<file path="src/rtl/text_memory_loader.sv">
// Text memory loader: turns a host byte stream (length, little-endian words,
// XOR checksum) into text memory writes and holds the core while loading.
module text_memory_loader #(
  parameter logic [31:0] TEXT_BEGIN      = 32'h0040_0000,
  parameter logic [31:0] TEXT_END        = 32'h0040_FFFF,
  parameter int unsigned WORD_ADDR_WIDTH = 14
) (
  input  logic                       clock,
  input  logic                       reset,
  input  logic                       load_request,
  input  logic                       byte_valid,
  input  logic [7:0]                 byte_data,
  output logic                       byte_ready,
  output logic                       mem_wren,
  output logic [WORD_ADDR_WIDTH-1:0] mem_address,
  output logic [31:0]                mem_data,
  output logic                       core_hold,
  output logic                       load_done,
  output logic                       load_error
);

  localparam logic [31:0] MAX_WORDS = (TEXT_END - TEXT_BEGIN + 32'd1) >> 2;
  localparam logic [WORD_ADDR_WIDTH-1:0] BASE_WORD = TEXT_BEGIN[WORD_ADDR_WIDTH+1:2];

  typedef enum logic [2:0] {
    S_IDLE,
    S_LEN,
    S_DATA,
    S_WRITE,
    S_CHECK,
    S_DONE,
    S_ERROR
  } state_t;

  state_t                     state, state_n;
  logic [1:0]                 byte_cnt, byte_cnt_n;
  logic [31:0]                length, length_n;
  logic [31:0]                word_index, word_index_n;
  logic [31:0]                word_buf, word_buf_n;
  logic [7:0]                 checksum, checksum_n;
  logic [WORD_ADDR_WIDTH-1:0] mem_address_n;
  logic [31:0]                mem_data_n;
  logic                       byte_ready_n, mem_wren_n, core_hold_n;
  logic                       load_done_n, load_error_n;

  logic        accept_c;
  logic [31:0] len_full_c;
  logic [31:0] word_full_c;
  logic [31:0] index_inc_c;

  assign accept_c    = byte_valid && byte_ready;
  assign len_full_c  = {byte_data, length[31:8]};
  assign word_full_c = {byte_data, word_buf[31:8]};
  assign index_inc_c = word_index + 32'd1;

  // State, datapath and registered outputs
  always_ff @(posedge clock) begin
    if (reset) begin
      state       <= S_IDLE;
      byte_cnt    <= 2'd0;
      length      <= 32'd0;
      word_index  <= 32'd0;
      word_buf    <= 32'd0;
      checksum    <= 8'd0;
      mem_address <= '0;
      mem_data    <= 32'd0;
      byte_ready  <= 1'b0;
      mem_wren    <= 1'b0;
      core_hold   <= 1'b0;
      load_done   <= 1'b0;
      load_error  <= 1'b0;
    end else begin
      state       <= state_n;
      byte_cnt    <= byte_cnt_n;
      length      <= length_n;
      word_index  <= word_index_n;
      word_buf    <= word_buf_n;
      checksum    <= checksum_n;
      mem_address <= mem_address_n;
      mem_data    <= mem_data_n;
      byte_ready  <= byte_ready_n;
      mem_wren    <= mem_wren_n;
      core_hold   <= core_hold_n;
      load_done   <= load_done_n;
      load_error  <= load_error_n;
    end
  end

  // Next-state, datapath updates and next output values
  always_comb begin
    state_n       = state;
    byte_cnt_n    = byte_cnt;
    length_n      = length;
    word_index_n  = word_index;
    word_buf_n    = word_buf;
    checksum_n    = checksum;
    mem_address_n = mem_address;
    mem_data_n    = mem_data;

    case (state)
      S_IDLE, S_ERROR: begin
        if (load_request) begin
          state_n      = S_LEN;
          byte_cnt_n   = 2'd0;
          length_n     = 32'd0;
          word_index_n = 32'd0;
          word_buf_n   = 32'd0;
          checksum_n   = 8'd0;
        end
      end
      S_LEN: begin
        if (accept_c) begin
          length_n   = len_full_c;
          byte_cnt_n = byte_cnt + 2'd1;
          if (byte_cnt == 2'd3) begin
            if (len_full_c > MAX_WORDS)   state_n = S_ERROR;
            else if (len_full_c == 32'd0) state_n = S_CHECK;
            else                          state_n = S_DATA;
          end
        end
      end
      S_DATA: begin
        if (accept_c) begin
          word_buf_n = word_full_c;
          checksum_n = checksum ^ byte_data;
          byte_cnt_n = byte_cnt + 2'd1;
          if (byte_cnt == 2'd3) begin
            state_n       = S_WRITE;
            mem_address_n = BASE_WORD + word_index[WORD_ADDR_WIDTH-1:0];
            mem_data_n    = word_full_c;
          end
        end
      end
      S_WRITE: begin
        word_index_n = index_inc_c;
        state_n      = (index_inc_c == length) ? S_CHECK : S_DATA;
      end
      S_CHECK: begin
        if (accept_c) begin
          state_n = (byte_data == checksum) ? S_DONE : S_ERROR;
        end
      end
      S_DONE: begin
        state_n = S_IDLE;
      end
      default: begin
        state_n = S_IDLE;
      end
    endcase

    byte_ready_n = (state_n == S_LEN) || (state_n == S_DATA) || (state_n == S_CHECK);
    mem_wren_n   = (state_n == S_WRITE);
    core_hold_n  = (state_n != S_IDLE);
    load_done_n  = (state_n == S_DONE);
    load_error_n = (state_n == S_ERROR);
  end

endmodule

</file>
<file path="config.mk">
export PLATFORM = sky130hd
export DESIGN_NAME = text_memory_loader
export DESIGN_NICKNAME = d
export VERILOG_FILES = /design/src/rtl/text_memory_loader.sv
export SDC_FILE = /design/constraint.sdc
export NUM_CORES = 1
export LEC_CHECK = 0
export ABC_AREA = 1
export CORE_MARGIN = 1
export CORE_UTILIZATION = 35
export CTS_CLUSTER_DIAMETER = 120
export CTS_CLUSTER_SIZE = 10
export DETAILED_ROUTE_END_ITERATION = 6
export GPL_TIMING_DRIVEN = 0
export SYNTH_ARGS = -nofsm -noshare
export SYNTH_HDL_FRONTEND = slang
export SYNTH_SLANG_ARGS = --single-unit
</file>
<file path="constraint.sdc">
create_clock -name clock -period 6.9 [get_ports clock]
set_clock_uncertainty 0.2 [all_clocks]
set_input_delay 1.38 -clock clock [delete_from_list [all_inputs] [get_ports clock]]
set_output_delay 1.38 -clock clock [all_outputs]
set_load 0.1 [all_outputs]
</file>
==> impl_metrics.py <==
metrics = {
    "floorplan": {
        "fp.coreArea_mm2": 0.02056,
        "die_y_um": 147.9,
        "io_pins": 63,
        "die_w_um": 147.9,
        "start_util": 0.3622,
        "die_area_mm2": 0.02187,
        "rows": 52,
    },
    "timing": {
        "hold_viol": 0,
        "setup_violations": 0,
        "fin_crit_ns": 3.541,
        "slew-limit-headroom": 0.3415,
        "rsz0062_at_grt": "no",
        "worstMarginPinSlew_ns": 0.9847,
        "fin_ws_ns": 3.359,
        "fin_crit_sh": 0.5132,
        "fin_setup_tns_ns": 0,
        "fmax_mhz": 282.4,
        "drv_slew": 0,
    },
    "finish": {
        "fill_cells": 2202,
        "final_nets": 1190,
        "layout_common_cells": "nand2_1 (277), dfxtp_1 (152), a21oi_1 (133)",
        "antenna_cells": 0,
        "fin_area_mm2": 0.009004,
        "final_layout_size_suffix_gt1_frac": 0.06224,
        "final_common_cell": "nand2_1",
        "syn_to_final_growth_pct": 20.90,
    },
    "hold_path": {
        "worstHoldStart": "mem_data[14]",
        "hold_path_depth": 2,
        "hold-path-endpoint": "mem_data[14]",
        "hold_path.class": "flop to flop",
    },
    "routing": {
        "dr.pass1.iters": 7,
        "drtIter0Drc": 580,
        "wl_per_cell_um": 15.89,
        "remaining_drc_errors": 0,
        "via_per_inst": 5.154,
        "via_count": 7520,
        "drtAntennaViolNets": 0,
        "drt-total-wl_mm": 23.18,
    },
    "critical_path": {
        "slowest_stage": "clkdlybuf4s50_1",
        "crit_path_start_kind": "flop",
        "critPathLaunch": "byte_ready",
        "cp.arrival_ns": 1.96,
        "reg2reg_slack_ns": 3.90,
        "critPathKind": "flop to output pin",
        "cp_num_buf_inv": 1,
        "reg2reg_depth": 20,
        "critPathMaxStageDelay_ns": 1.15,
        "path_cells": "clkdlybuf4s50_1",
        "worstPathRequired_ns": 5.32,
        "cp-end-kind": "output pin",
        "crit_family": "buffers and inverters",
        "cp_max_fo": 2,
        "r2r_start": "word_index[1]",
        "rr_endpoint": "byte_ready",
    },
    "clock_network": {
        "clock_latency_ns": 0.43,
        "hold_buffers": 0,
        "cts_buffers": 17,
        "clk_pin_slew_ns": 0.07,
        "clock_sinks": 152,
        "tritoncts": "built",
        "post_cts_buffers": 0,
        "cts_buffer_depth": 2,
        "h-tree-depth": 4,
        "cts-root-buf": "clkbuf_16",
        "ctsResizeCount": 0,
    },
    "yosys": {
        "synthCells": 1096,
        "synth_cell_types": 30,
        "synth-xor-area-share": 0.01294,
        "synth_area_leader_cell": "dfxtp_1",
        "synth_area_mm2": 0.007447,
        "synth_area_per_cell_um2": 6.795,
        "yosys.area_share.simple": 0.3315,
        "synth_top_area_frac": 0.4086,
        "syn_nets": 1110,
        "synth_compound_area_frac": 0.1725,
        "yosysWarnings": 0,
        "synthAdderAreaFrac": 0.003360,
        "yosysSeqAreaShare": 0.4086,
        "synthMuxAreaShare": 0,
        "synth_top_family_by_area": "simple AND/OR/NAND/NOR gates",
        "ys_seq_elements": 152,
        "yosys-top-cells-area": "dfxtp_1 (41%), nand2_1 (14%), a21oi_1 (8.9%), nor2_1 (6.2%), nand3_1 (5.7%)",
    },
    "place": {
        "dpl.hpwl_mm": 17.24,
        "port-buffer-count": 61,
        "place_ws_ns": 3.047,
        "gp_congestion": 0.8774,
        "placed_area_mm2": 0.008396,
    },
    "run": {
        "cap_viol_max_count": 0,
    },
    "pwr": {
        "pwr_density_cell_mw_per_mm2": 233.8,
        "ir_drop_mv": 0.1566,
        "power.leakage_nw": 3.549,
    },
    "global_route": {
        "antenna_found_initial": 0,
        "globalRouteMet1Util": 0.3114,
        "track_usage": 0.2204,
        "grt_first_pass_wirelength_mm": 37.12,
        "grt_max_degree": 17,
        "busiest_layer": "met2",
        "grt_pass1_vias": 6944,
        "gr-usage-met2": 0.3415,
        "gr-total-overflow": 0,
        "global_route.usage.met3": 0.04043,
    },
    "status": {
        "status": "complete, no violations",
    },
}
==> routing by layer <==
metal | wire length, µm | vias up
li1 | - | 3775
met1 | 11120 | 3491
met2 | 10320 | 229
met3 | 1372 | 25
met4 | 366 | 0
met5 | 0 | -
==> area by class of cell <==
cell class / count / area (µm²) / share of cell area
multi-input combinational: 803 / 3875 / 0.4304
timing repair buffer: 61 / 610.6 / 0.06782
inverter: 93 / 349.1 / 0.03877
buffer: 48 / 180.2 / 0.02001
clock inverter: 15 / 182.7 / 0.02029
tap: 270 / 337.8 / 0.03752
clock buffer: 17 / 425.4 / 0.04725
sequential: 152 / 3043 / 0.3380
==> metrics by stage <==
step | utilization | hold WS [ns] | power, mW | std cells
2_1_floorplan | - | 0.2491 | 1.082 | 1096
3_5_place_dp | 0.4084 | 0.2510 | 1.151 | 1427
6_report | 0.4379 | 0.2619 | 2.105 | 1459
5_1_grt | 0.4379 | 0.2788 | 2.184 | 1459
4_1_cts | 0.4379 | 0.2620 | 2.114 | 1459
3_3_place_gp | 0.4084 | 0.2515 | 1.150 | 1427
==> synthesized netlist by cell type <==
library cell and n:
nor2_8 5, clkbuf_1 47, nand3_2 3, o21bai_1 1, clkinv_1 1, xor2_1 4, nand3b_1 6, nand2_1 277
dfxtp_1 152, a21oi_1 133, nor4_1 1, a211oi_1 29, buf_1 1, nand3_1 85, nand2_2 14, nand4_1 18
nor2_1 123, nor2_2 10, inv_2 3, nor3_1 7, inv_1 89, o211a_1 6, nand2_4 2, nor2_4 3
a21oi_2 1, o21ai_1 2, o21ai_0 63, or2_2 1, ha_1 2, xnor2_1 7
==> report_power, final <==
part	internal, mW	switching (mW)
sequential	0.910	0.0291
combinational	0.0622	0.134
clock	0.549	0.421
==> cells by family after synthesis <==
| logic type | after synthesis |
|---|---|
| AOI/OAI and AO/OA | 235 |
| xor gates and xnor gates | 11 |
| adders and majority gates | 2 |
| buffers and inverters | 141 |
| DFF | 152 |
| and+or+nand+nor | 555 |
==> sequential cells by signal, indices dropped and copies added, names as in the netlist <==
| signal | cells |
|---|---|
| mem_wren | 1 |
| word_index | 32 |
| mem_data | 32 |
| length | 32 |
| byte_ready | 1 |
| checksum | 8 |
| core_hold | 1 |
| load_error | 1 |
| byte_cnt | 2 |
| word_buf | 24 |
| load_done | 1 |
| state | 3 |
| mem_address | 14 |
==> how the worst max path moves through the flow <==
stage,cells after the start,slack (ns),to
floorplan,11,3.98,byte_ready
global placement,9,3.03,word_buf[31]
detailed placement,9,3.05,checksum[7]
CTS,1,3.34,byte_ready
global route,9,3.21,word_buf[8]
finish,1,3.36,byte_ready
Note: power is estimated with default switching activity, not from simulation.
